**config.mk**
```make
export PLATFORM = sky130hd
export DESIGN_NAME = seq_pattern_match
export DESIGN_NICKNAME = d
export VERILOG_FILES = /design/src/rtl/seq_pkg.sv /design/src/rtl/seq_pattern_match.sv
export SDC_FILE = /design/constraint.sdc
export NUM_CORES = 1
export LEC_CHECK = 0
export CORE_UTILIZATION = 50
export DETAILED_ROUTE_END_ITERATION = 16
export PLACE_DENSITY = 0.78
export RECOVER_POWER = 50
export SLEW_MARGIN = 10
export SYNTH_ARGS = -nofsm -noshare
export SYNTH_HDL_FRONTEND = slang
export SYNTH_SLANG_ARGS = --single-unit
```
**constraint.sdc**
```tcl
create_clock -name vclk -period 2.8
set_input_delay 0.28 -clock vclk [all_inputs]
set_output_delay 0.28 -clock vclk [all_outputs]
set_load 0.01 [all_outputs]
```
**src/rtl/seq_pkg.sv**
```systemverilog
// Shared constants for the pattern checker: reference pattern, state codes, widths
// and the rotation helper used by the pattern matcher.
package seq_pkg;

   localparam int PAT_LEN = 16;
   localparam int PHASE_W = 4;
   localparam int ERR_W   = 16;
   localparam int CNT_W   = 5;

   localparam logic [PAT_LEN-1:0] PATTERN_DEF = 16'hCBB2;

   typedef logic [1:0] state_t;
   localparam state_t SEARCH = 2'd0;
   localparam state_t VERIFY = 2'd1;
   localparam state_t LOCK   = 2'd2;

   // Window image of rotation r: the oldest bit (msb) is pattern[r], the newest is pattern[r+15].
   function automatic logic [PAT_LEN-1:0] rotate_ref(input logic [PAT_LEN-1:0] pattern,
                                                     input logic [PHASE_W-1:0] r);
      logic [PAT_LEN-1:0] ref_w;
      logic [PHASE_W-1:0] idx;
      ref_w = '0;
      for (int j = 0; j < PAT_LEN; j++) begin
         idx                 = r + PHASE_W'(j);
         ref_w[PAT_LEN-1-j]  = pattern[idx];
      end
      return ref_w;
   endfunction

endpackage

```
**src/rtl/seq_pattern_match.sv**
```systemverilog
// Compares a 16-bit window against all rotations of the pattern and its complement;
// normal polarity wins over inverted, then the lowest rotation wins.
module seq_pattern_match
   import seq_pkg::*;
(
   input  logic [PAT_LEN-1:0] win,
   input  logic [PAT_LEN-1:0] pattern,
   output logic               hit,
   output logic               hit_inv,
   output logic [PHASE_W-1:0] hit_phase
);

   logic [PAT_LEN-1:0] eq_norm;
   logic [PAT_LEN-1:0] eq_inv;

   always_comb begin
      eq_norm = '0;
      eq_inv  = '0;
      for (int r = 0; r < PAT_LEN; r++) begin
         eq_norm[r] = (win ==  rotate_ref(pattern, PHASE_W'(r)));
         eq_inv[r]  = (win == ~rotate_ref(pattern, PHASE_W'(r)));
      end
   end

   // Later assignments override earlier ones, so scan from low to high priority.
   always_comb begin
      hit       = 1'b0;
      hit_inv   = 1'b0;
      hit_phase = '0;
      for (int r = PAT_LEN-1; r >= 0; r--) begin
         if (eq_inv[r]) begin
            hit       = 1'b1;
            hit_inv   = 1'b1;
            hit_phase = PHASE_W'(r);
         end
      end
      for (int r = PAT_LEN-1; r >= 0; r--) begin
         if (eq_norm[r]) begin
            hit       = 1'b1;
            hit_inv   = 1'b0;
            hit_phase = PHASE_W'(r);
         end
      end
   end

endmodule

```
==> results of run 1 <==
-- repair_timing --
action	CTS
setup endpoints to repair	6
resized for setup	206
pin swaps	53
cloned	4
buffers inserted	41
-- synth_stat cells (4+ instances only) --
cell     number  area share
xnor2_1     138        0.29
xor2_1      118        0.25
nor4_1       66       0.099
nand4_1      63       0.094
buf_4        36       0.065
nor2_1       23       0.021
nand2_1      18       0.016
buf_2        17       0.020
nor3_1       14       0.017
buf_6        11       0.030
nand3_1      11       0.013
a21oi_1       8      0.0096
and4_1        5       0.010
inv_1         5      0.0045
o21ai_1       5      0.0060
or2_2         5      0.0075
and2_1        4      0.0060
-- through the flow --
step / hold WS (ns) / setup WS [ns]
4_1_cts: 1.59 / -0.00459
3_5_place_dp: 2.18 / -0.797
3_3_place_gp: 2.16 / -0.824
2_1_floorplan: 1.07 / 0.352
-- logic make-up after synthesis --
| kind of cell | synth area share |
|---|---|
| and+or+nand+nor | 0.311 |
| buffers and inverters | 0.119 |
| xor gates and xnor gates | 0.537 |
| AOI/OAI and AO/OA | 0.0324 |
-- per-layer routing --
metal  GRT usage  GRT overflow
met1       0.805             1
met2       0.961            47
met3       0.633             2
met4       0.817            23
met5       0.218             0
==> metrics, run 1 <==
worst setup endpoint after the global-route repair_timing=hit_phase[0]; dpl cell area=roughly 0.0056 sq mm; chip width=between 90 and 100 um; gp weighted congestion=roughly 1; run status=aborted with a tool error; Placed Cells=810; starting utilization of the core area=0.529; Avg Cell Area, Syn=~7.3 sq um; Error=[ERROR GRT-0232] Routing congestion too high. Check the congestion heatmap in the GUI.; vertical die dimension=around 93 um; net count after synthesis=about 600; number of distinct library cells after synthesis=32; # hold bufs at CTS=0; mapped cell area=approximately 0.0042 sq mm; detailed-placement wirelength estimate=13100 um; I/O pins=38; yosys synthesis warning count=0; failing step=5_1_grt; gate count after technology mapping=approximately 570; worst_ep kind=top-level output; row count=32; gr usage total=0.798; fraction of the yosys area taken by sequential cells=0; largest net degree at the start of global routing=10; remaining global-route overflow=73; number of buffers added on ports=38
==> run 2: changes to the inputs <==
--- a/config.mk
+++ b/config.mk
@@ -5,9 +5,9 @@
 export SDC_FILE = /design/constraint.sdc
 export NUM_CORES = 1
 export LEC_CHECK = 0
-export CORE_UTILIZATION = 50
+export CORE_UTILIZATION = 35
 export DETAILED_ROUTE_END_ITERATION = 16
-export PLACE_DENSITY = 0.78
+export PLACE_DENSITY_LB_ADDON = 0.15
 export RECOVER_POWER = 50
 export SLEW_MARGIN = 10
 export SYNTH_ARGS = -nofsm -noshare
==> run 2 against run 1 <==
The flow now finishes, with violations (design-rule violations, negative setup slack). Synthesized cell count unchanged. Area after synthesis stayed put.
==> metrics, run 2 <==
remaining global-route overflow=0; highest clock frequency the design can meet=about 0.35 GHz; most frequently used cell type in the post-synthesis netlist=xnor2_1; # DRC=2; largest net degree at the start of global routing=13; I/O pins=38; detailed-placement wirelength estimate=approximately 14000 um; fraction of the yosys area taken by sequential cells=0; total of clock buffers placed in the layout=0; element type at the critical path end=primary output; antenna cell count=0; final sequential cell count=0; vertical die dimension=about 110 um; logic gate share of total power=1.000; Avg Cell Area, Syn=~7.3 sq um; Area growth, synth to finish=69.7%; setup slack of the critical path after layout=-0.0201 ns; starting utilization of the core area=0.363; Total Nets Final=771; worst endpoint required time=2.52 ns; highest net fanout along the worst path=5; internal portion of total power=between 0.5 and 0.6 mW; wirelength, routed=around 20000 um; destination of the worst hold path=hit_phase[0]; number of DRC markers after the initial detailed-route iteration=just under 300; fraction of final layout cells sized beyond drive strength 1=0.487; fin cells=slightly below 900; actual transition at the worst max-transition pin=around 0.42 ns; relative contribution of sequential cells to total power=0; Final period util=1.01; sw power=about 0.63 mW; fraction of power spent switching nets=0.526; minimum clock period=2.82 ns; area occupied by registers=0 sq um; highest-count cells in the layout ignoring fill and taps=buf_4 (114), xnor2_1 (111), xor2_1 (76), nand4_1 (63); number of buffers added on ports=38; initial antenna violation count=0; post-route antenna net violation count=0; failing checks=design-rule violations, negative setup slack; run status=complete, but fails checks; Cell Pwr Density=roughly 170 mW/mm^2; Placed Cells=between 800 and 900; number of violations of the max-capacitance limit=0; fraction of power consumed by the clock network=0; Worst Hold Class=in2out; critical path startpoint category=input port; Leak=2.77 nW; unrepaired setup endpoints after global routing=true; mapped cell area=about 0.0042 sq mm; gp weighted congestion=just over 0.9; detailed-route vias per instance=between 5 and 6; 1st-pass router iterations=11; gr usage total=0.297; final instance area=between 0.007 and 0.008 sq mm; fill count=956; final hold violation count=0; Min-Delay Path Depth=7; most common library cell in the layout ignoring fill and taps=buf_4; global-route wire length before repair=28600 um; count of vias placed by the detailed router=between 5000 and 6000; top post-synthesis cells by count=xnor2_1 (138), xor2_1 (118), nor4_1 (66); Final setup violation count=1; chip width=about 110 um; net count after synthesis=~600; dpl cell area=roughly 0.0057 sq mm; final count of pins violating max slew=0; number of global-route vias before repair=5176; Worst Setup Path Type=in2out; area share of the largest cell type after synthesis=0.289; Routed wire per std cell=22.2 um; row count=39; Arr. time, crit path=between 2 and 3 ns; yosys synthesis warning count=0; VDD IR max=~110 uV; normalized max-slew margin=0.715; number of distinct library cells after synthesis=32; most area-hungry cell type in the Yosys netlist=xnor2_1; # hold bufs at CTS=0; cell types occupying the most area after synthesis=xnor2_1 (29%), xor2_1 (25%), nor4_1 (9.9%); startpoint of the lowest-slack hold path=pattern[4]; Die ar.=0.0124 sq mm; area inside the core boundary=~0.012 sq mm; gate count after technology mapping=roughly 570
==> run 2: cell counts after synthesis <==
No cell type changed its count.
==> run 2: what timing repair did <==
item                       in CTS  in global routing
buffers inserted               25                 14
pin swaps                      49                 58
gates cloned                    3                  0
resized for setup             223                123
setup endpoints to repair       6                  6
==> run 2: through the flow <==
| step | power (mW) | setup TNS (ns) | setup slack [ns] | util | hold WS, ns |
|---|---|---|---|---|---|
| after floorplan | 0.602 | 0 | 0.352 | - | 1.07 |
| final | 1.19 | -0.0201 | -0.0201 | 0.615 | 1.51 |
| after global routing | 1.25 | -0.287 | -0.167 | 0.615 | 1.60 |
| after detailed placement | 0.934 | -4.46 | -0.869 | 0.495 | 2.29 |
| after CTS | 1.06 | 0 | 0.00115 | 0.574 | 1.57 |
| after global placement | 0.917 | -4.44 | -0.808 | 0.495 | 2.27 |
==> run 2: per-layer routing <==
| metal | vias up | part of all wire | track usage |
|---|---|---|---|
| li1 | 2306 | - | - |
| met1 | 2511 | 0.40 | 0.380 |
| met2 | 310 | 0.47 | 0.493 |
| met3 | 81 | 0.076 | 0.0317 |
| met4 | 0 | 0.057 | 0.149 |
| met5 | - | 0 | 0 |
==> run 2: worst max path at each step <==
stage	startpoint	to	slack [ns]	depth (start not counted)
3_3_place_gp	win[7]	hit_phase[1]	-0.81	13
2_1_floorplan	pattern[11]	hit_inv	0.35	8
4_1_cts	pattern[13]	hit_phase[0]	0.001	11
5_1_grt	win[0]	hit_phase[0]	-0.17	13
3_5_place_dp	win[7]	hit_phase[1]	-0.87	13
6_report	pattern[9]	hit_phase[0]	-0.02	12
==> run 2: final cells by class <==
cell class | count | area [sq um] | share of cell area
timing repair buffer | 230 | 2270 | 0.320
multi-input combinational | 502 | 4620 | 0.652
tap | 143 | 179 | 0.0252
inverter | 5 | 18.8 | 0.00265
==> run 2: power groups by stage <==
stage | logic, mW | clock network, mW | registers (mW)
after floorplan | 0.602 | 0 | 0
after global placement | 0.917 | 0 | 0
after detailed placement | 0.934 | 0 | 0
after CTS | 1.06 | 0 | 0
after global routing | 1.25 | 0 | 0
final | 1.19 | 0 | 0
==> run 2: cell families after synthesis <==
group,Yosys count,share of synthesized area
AO/OA/AOI/OAI,22,0.0324
buffers and inverters,69,0.119
XOR/XNOR,256,0.537
AND/OR/NAND/NOR,224,0.311
==> run 2: critical path, cell delays in order <==
cell	delay (ns)
buf_2	0.11
buf_4	0.17
xnor2_1	0.20
nor4_2	0.35
nand4_1	0.23
a21oi_2	0.26
o21ai_4	0.08
a2111oi_4	0.35
o21ai_1	0.13
a21oi_1	0.19
a211oi_2	0.05
buf_2	0.14
Power figures use the tool's default switching activity.
==> run 3: changes to the inputs <==
--- a/config.mk
+++ b/config.mk
@@ -5,6 +5,7 @@
 export SDC_FILE = /design/constraint.sdc
 export NUM_CORES = 1
 export LEC_CHECK = 0
+export ABC_CLOCK_PERIOD_IN_PS = 3100
 export CORE_UTILIZATION = 35
 export DETAILED_ROUTE_END_ITERATION = 16
 export PLACE_DENSITY_LB_ADDON = 0.15
@@ -13,3 +14,4 @@
 export SYNTH_ARGS = -nofsm -noshare
 export SYNTH_HDL_FRONTEND = slang
 export SYNTH_SLANG_ARGS = --single-unit
+export TNS_END_PERCENT = 50
==> constraint.sdc (replaced) <==
create_clock -name vclk -period 3.1
set_input_delay 0.31 -clock vclk [all_inputs]
set_output_delay 0.31 -clock vclk [all_outputs]
set_load 0.01 [all_outputs]
==> run 3 against run 2 <==
The run ends with design-rule violations left. Critical endpoint unchanged. Combinational power shrank 18%. First-iteration DRC count grew 7.8%. Via count is 2.7% lower. Final cell count fell by 1.9%. Clock-buffer cell count did not move. Hold slack improved by 0.13 ns. Largest cell class unchanged. Routed wire length shrank 5.9%. Largest power group unchanged. Utilization down 3.7 points. Highest routed layer unchanged. Die area unchanged.
==> metrics, run 3 (synthesis gave the netlist of run 2 again) <==
Final setup violation count=0; highest clock frequency the design can meet=about 0.32 GHz; VDD IR max=105 uV; Cell Pwr Density=~150 mW/mm^2; Final Total Pwr=0.978 mW; Die ar.=0.0124 sq mm; detailed-placement wirelength estimate=14100 um; Worst Setup Path Type=in2out; wirelength, routed=roughly 18000 um; Arr. time, crit path=around 2.8 ns; total of clock buffers placed in the layout=0; largest net degree at the start of global routing=13; post-route antenna net violation count=0; 1st-pass router iterations=10; highest-count cells in the layout ignoring fill and taps=xnor2_1 (126), buf_4 (110), xor2_1 (92), nand4_1 (63), nor4_1 (47); minimum clock period=just over 3 ns; element type at the critical path end=primary output; initial antenna violation count=0; count of vias placed by the detailed router=about 5100; run status=complete, but fails checks; gr usage total=0.287; highest net fanout along the worst path=8; Area growth, synth to finish=59.4%; I/O pins=38; detailed-routing wirelength on met1=7460 um; Final period util=0.996; area inside the core boundary=between 0.01 and 0.015 sq mm; row count=39; top layer in use=met4; setup slack of the critical path after layout=0.0109 ns; chip width=111 um; # DRC=2; normalized max-slew margin=0.744; antenna cell count=0; failing checks=design-rule violations; number of violations of the max-capacitance limit=0; Worst Hold Class=in2out; unrepaired setup endpoints after global routing=true; vertical die dimension=111 um; number of global-route vias before repair=5025; Leak=~2.6 nW; remaining global-route overflow=0; final count of pins violating max slew=0; Routed wire per std cell=roughly 21 um; met3 layer wire length in the routed design=roughly 1300 um; final sequential cell count=0; starting utilization of the core area=0.363; area occupied by registers=0 sq um; fraction of final layout cells sized beyond drive strength 1=0.376; detailed-route vias per instance=between 5 and 6; final hold violation count=0; number of DRC markers after the initial detailed-route iteration=approximately 320; routed wire length on met2=around 9000 um; worst endpoint required time=around 2.8 ns; actual transition at the worst max-transition pin=between 0.3 and 0.4 ns; gp weighted congestion=around 0.93; critical path startpoint category=input port; final standard cell utilization of the core=0.578; DP Worst Slack=-0.572 ns; most common library cell in the layout ignoring fill and taps=xnor2_1; global-route wire length before repair=around 28000 um; number of buffers added on ports=38; Total Nets Final=between 700 and 800
==> run 3: cell types whose count changed in the layout (fill, tap and decap cells not counted), moves of 9 or more <==
cell / before / now
buf_6: 45 / 34
xnor2_2: 21 / 10
dlymetal6s2s_1: 0 / 9
buf_2: 18 / 3
dlygate4sd2_1: 0 / 23
clkbuf_2: 15 / 0
xor2_2: 40 / 24
xor2_1: 76 / 92
xnor2_1: 111 / 126
==> run 3: cell type report <==
class / instances / area, sq um
Tap cell: 143 / 179
Multi-Input combinational cell: 502 / 4290
Fill cell: 1037 / 4860
Inverter: 5 / 18.8
Timing Repair Buffer: 213 / 2170
==> run 3: routing by layer <==
metal / up-vias / GRT usage
met5: - / 0
met4: 0 / 0.117
met3: 66 / 0.0186
met1: 2456 / 0.374
met2: 259 / 0.490
li1: 2288 / -
==> run 3: worst max-delay path, cell delays in order <==
cell           delay (ns)
dlygate4sd2_1        0.26
buf_12               0.16
buf_4                0.15
xnor2_1              0.16
nor4_2               0.28
nand4_1              0.23
a21oi_2              0.24
o21ai_2              0.10
a2111oi_4            0.36
o21ai_1              0.12
a21oi_1              0.19
a211oi_2             0.06
buf_2                0.14
==> run 3: per-stage QoR <==
| stage | hold slack (ns) | instance area (sq um) | instances | TNS, ns |
|---|---|---|---|---|
| final | 1.63 | 6660 | 863 | 0 |
| after global placement | 2.33 | 5700 | 840 | -3.00 |
| after detailed placement | 2.35 | 5700 | 840 | -2.95 |
| after CTS | 1.71 | 6290 | 854 | -0.0733 |
| after global routing | 1.72 | 6660 | 863 | -0.194 |
| after floorplan | 1.13 | 4180 | 571 | 0 |
==> run 3: where the power goes <==
part	total, mW	internal (mW)	leakage, nW	switching (mW)
clock network	0	0	0	0
registers	0	0	0	0
logic	0.978	0.457	2.60	0.521
total	0.978	0.457	2.60	0.521
==> run 3: what timing repair did <==
action                                  CTS  global route
gates cloned                              0             0
gates resized for setup                 134            56
setup buffers                            14             9
endpoints found under the setup margin    6             6
hold buffers                              0             0
pin swaps                                37            36
==> run 3: final timing paths <==
check,start,endpoint,slack (ns),cells after the start
max,win[0],hit_phase[0],0.01,13
min,win[8],hit_phase[0],1.63,8
==> run 4: changes to the inputs <==
--- a/config.mk
+++ b/config.mk
@@ -5,7 +5,7 @@
 export SDC_FILE = /design/constraint.sdc
 export NUM_CORES = 1
 export LEC_CHECK = 0
-export ABC_CLOCK_PERIOD_IN_PS = 3100
+export ABC_CLOCK_PERIOD_IN_PS = 2800
 export CORE_UTILIZATION = 35
 export DETAILED_ROUTE_END_ITERATION = 16
 export PLACE_DENSITY_LB_ADDON = 0.15
==> constraint.sdc (replaced) <==
create_clock -name vclk -period 2.8
set_input_delay 0.28 -clock vclk [all_inputs]
set_output_delay 0.28 -clock vclk [all_outputs]
set_load 0.01 [all_outputs]
==> run 4 against run 3 <==
The flow finishes with violations (design-rule violations, negative setup slack). Critical path depth unchanged. Final area up 8.5%. Combinational power increased by 26%. First-iteration DRC count grew 34%. Via count increased by 4.4%. Final cell count grew 2.8%.
==> metrics, run 4 (synthesis gave the netlist of run 2 again) <==
I/O pins=38; number of global-route vias before repair=~5200; detailed-route vias per instance=about 6; minimum clock period=around 2.9 ns; highest-count cells in the layout ignoring fill and taps=buf_4 (115), xnor2_1 (113), xor2_1 (78), nand4_1 (63), buf_6 (57); chip width=approximately 110 um; detailed-placement wirelength estimate=about 14000 um; gr usage total=0.298; Total Nets Final=between 700 and 800; internal portion of total power=~0.59 mW; final hold violation count=0; run status=complete, but fails checks; Placed Cells=840; Final period util=1.02; Setup Total Neg Slack=-0.149 ns; element type at the critical path end=primary output; VDD IR max=approximately 110 uV; Worst Hold Class=in2out; fraction of power consumed by the clock network=0; unrepaired setup endpoints after global routing=true; remaining global-route overflow=0; critical path startpoint category=input port; row count=39; largest net degree at the start of global routing=13; relative contribution of sequential cells to total power=0; Die ar.=0.0124 sq mm; Area growth, synth to finish=72.9%; hold_ws=1.43 ns; number of violations of the max-capacitance limit=0; failing checks=design-rule violations, negative setup slack; area occupied by registers=0 sq um; number of DRC markers after the initial detailed-route iteration=between 400 and 500; Final setup violation count=3; Leak=about 2.8 nW; total of clock buffers placed in the layout=0; final standard cell utilization of the core=0.627; fin cells=887; final sequential cell count=0; highest net fanout along the worst path=3; highest clock frequency the design can meet=roughly 0.35 GHz; starting utilization of the core area=0.363; worst endpoint required time=~2.5 ns; post-route antenna net violation count=0; wirelength, routed=between 20000 and 25000 um; Arr. time, crit path=approximately 2.6 ns; # DRC=2; Routed wire per std cell=roughly 23 um; global-route wire length before repair=28600 um; initial antenna violation count=0; logic gate share of total power=1.000; Cell Pwr Density=between 150 and 200 mW/mm^2; sw power=0.644 mW; actual transition at the worst max-transition pin=roughly 0.42 ns; final count of pins violating max slew=0; most common library cell in the layout ignoring fill and taps=buf_4; vertical die dimension=111 um; area inside the core boundary=roughly 0.012 sq mm; gp weighted congestion=0.928; Worst Setup Path Type=in2out; count of vias placed by the detailed router=approximately 5300; antenna cell count=0; fraction of power spent switching nets=0.523; setup slack of the critical path after layout=-0.0662 ns; number of buffers added on ports=38; fraction of final layout cells sized beyond drive strength 1=0.480; normalized max-slew margin=0.720; 1st-pass router iterations=11
## run 4: critical path, cell delays in order
cell and delay [ns]:
buf_4 0.13, buf_6 0.12, buf_4 0.13, xnor2_1 0.16
nor4_2 0.31, nand4_1 0.21, a21oi_2 0.26, o21ai_4 0.08
a2111oi_4 0.36, o21ai_1 0.13, a21oi_1 0.20, a211oi_2 0.06
buf_2 0.14
## run 4: metal layers
metal / part of all wire / global-route usage / wire, um / vias to the layer above
met1: 0.38 / 0.382 / 7800 / 2535
li1: - / - / - / 2319
met5: 0 / 0 / 0 / -
met2: 0.47 / 0.494 / 9500 / 329
met3: 0.083 / 0.0306 / 1690 / 109
met4: 0.066 / 0.151 / 1350 / 0
## run 4: final cells by class
type,count,area [sq um]
multi-input cells,502,4620
well taps,143,179
fillers,939,4300
repair buffers,237,2400
inverters,5,18.8
## run 4: repair_timing
item | CTS | global route
gates resized for setup | 220 | 140
pin swaps | 49 | 63
gates cloned | 3 | 0
hold buffers | 0 | 0
endpoints found under the hold margin | 0 | 0
endpoints found under the setup margin | 6 | 6
buffers inserted | 23 | 22
## run 4: power by group through the flow
stage,clock (mW),sequential (mW),combinational (mW)
global route,0,0,1.29
global placement,0,0,0.917
finish,0,0,1.23
CTS,0,0,1.06
detailed placement,0,0,0.934
floorplan,0,0,0.602
## run 4: final timing paths
kind	from	end	slack [ns]	cells past startpoint
worst max-delay path	pattern[4]	hit_phase[0]	-0.07	13
worst min-delay path	pattern[4]	hit_phase[0]	1.43	7
## run 4: stage by stage
stage	area, sq um	total power, mW	setup WS, ns
floorplan	4180	0.602	0.352
global placement	5700	0.917	-0.808
detailed placement	5700	0.934	-0.869
CTS	6580	1.06	-0.00850
global route	7220	1.29	-0.142
finish	7220	1.23	-0.0662
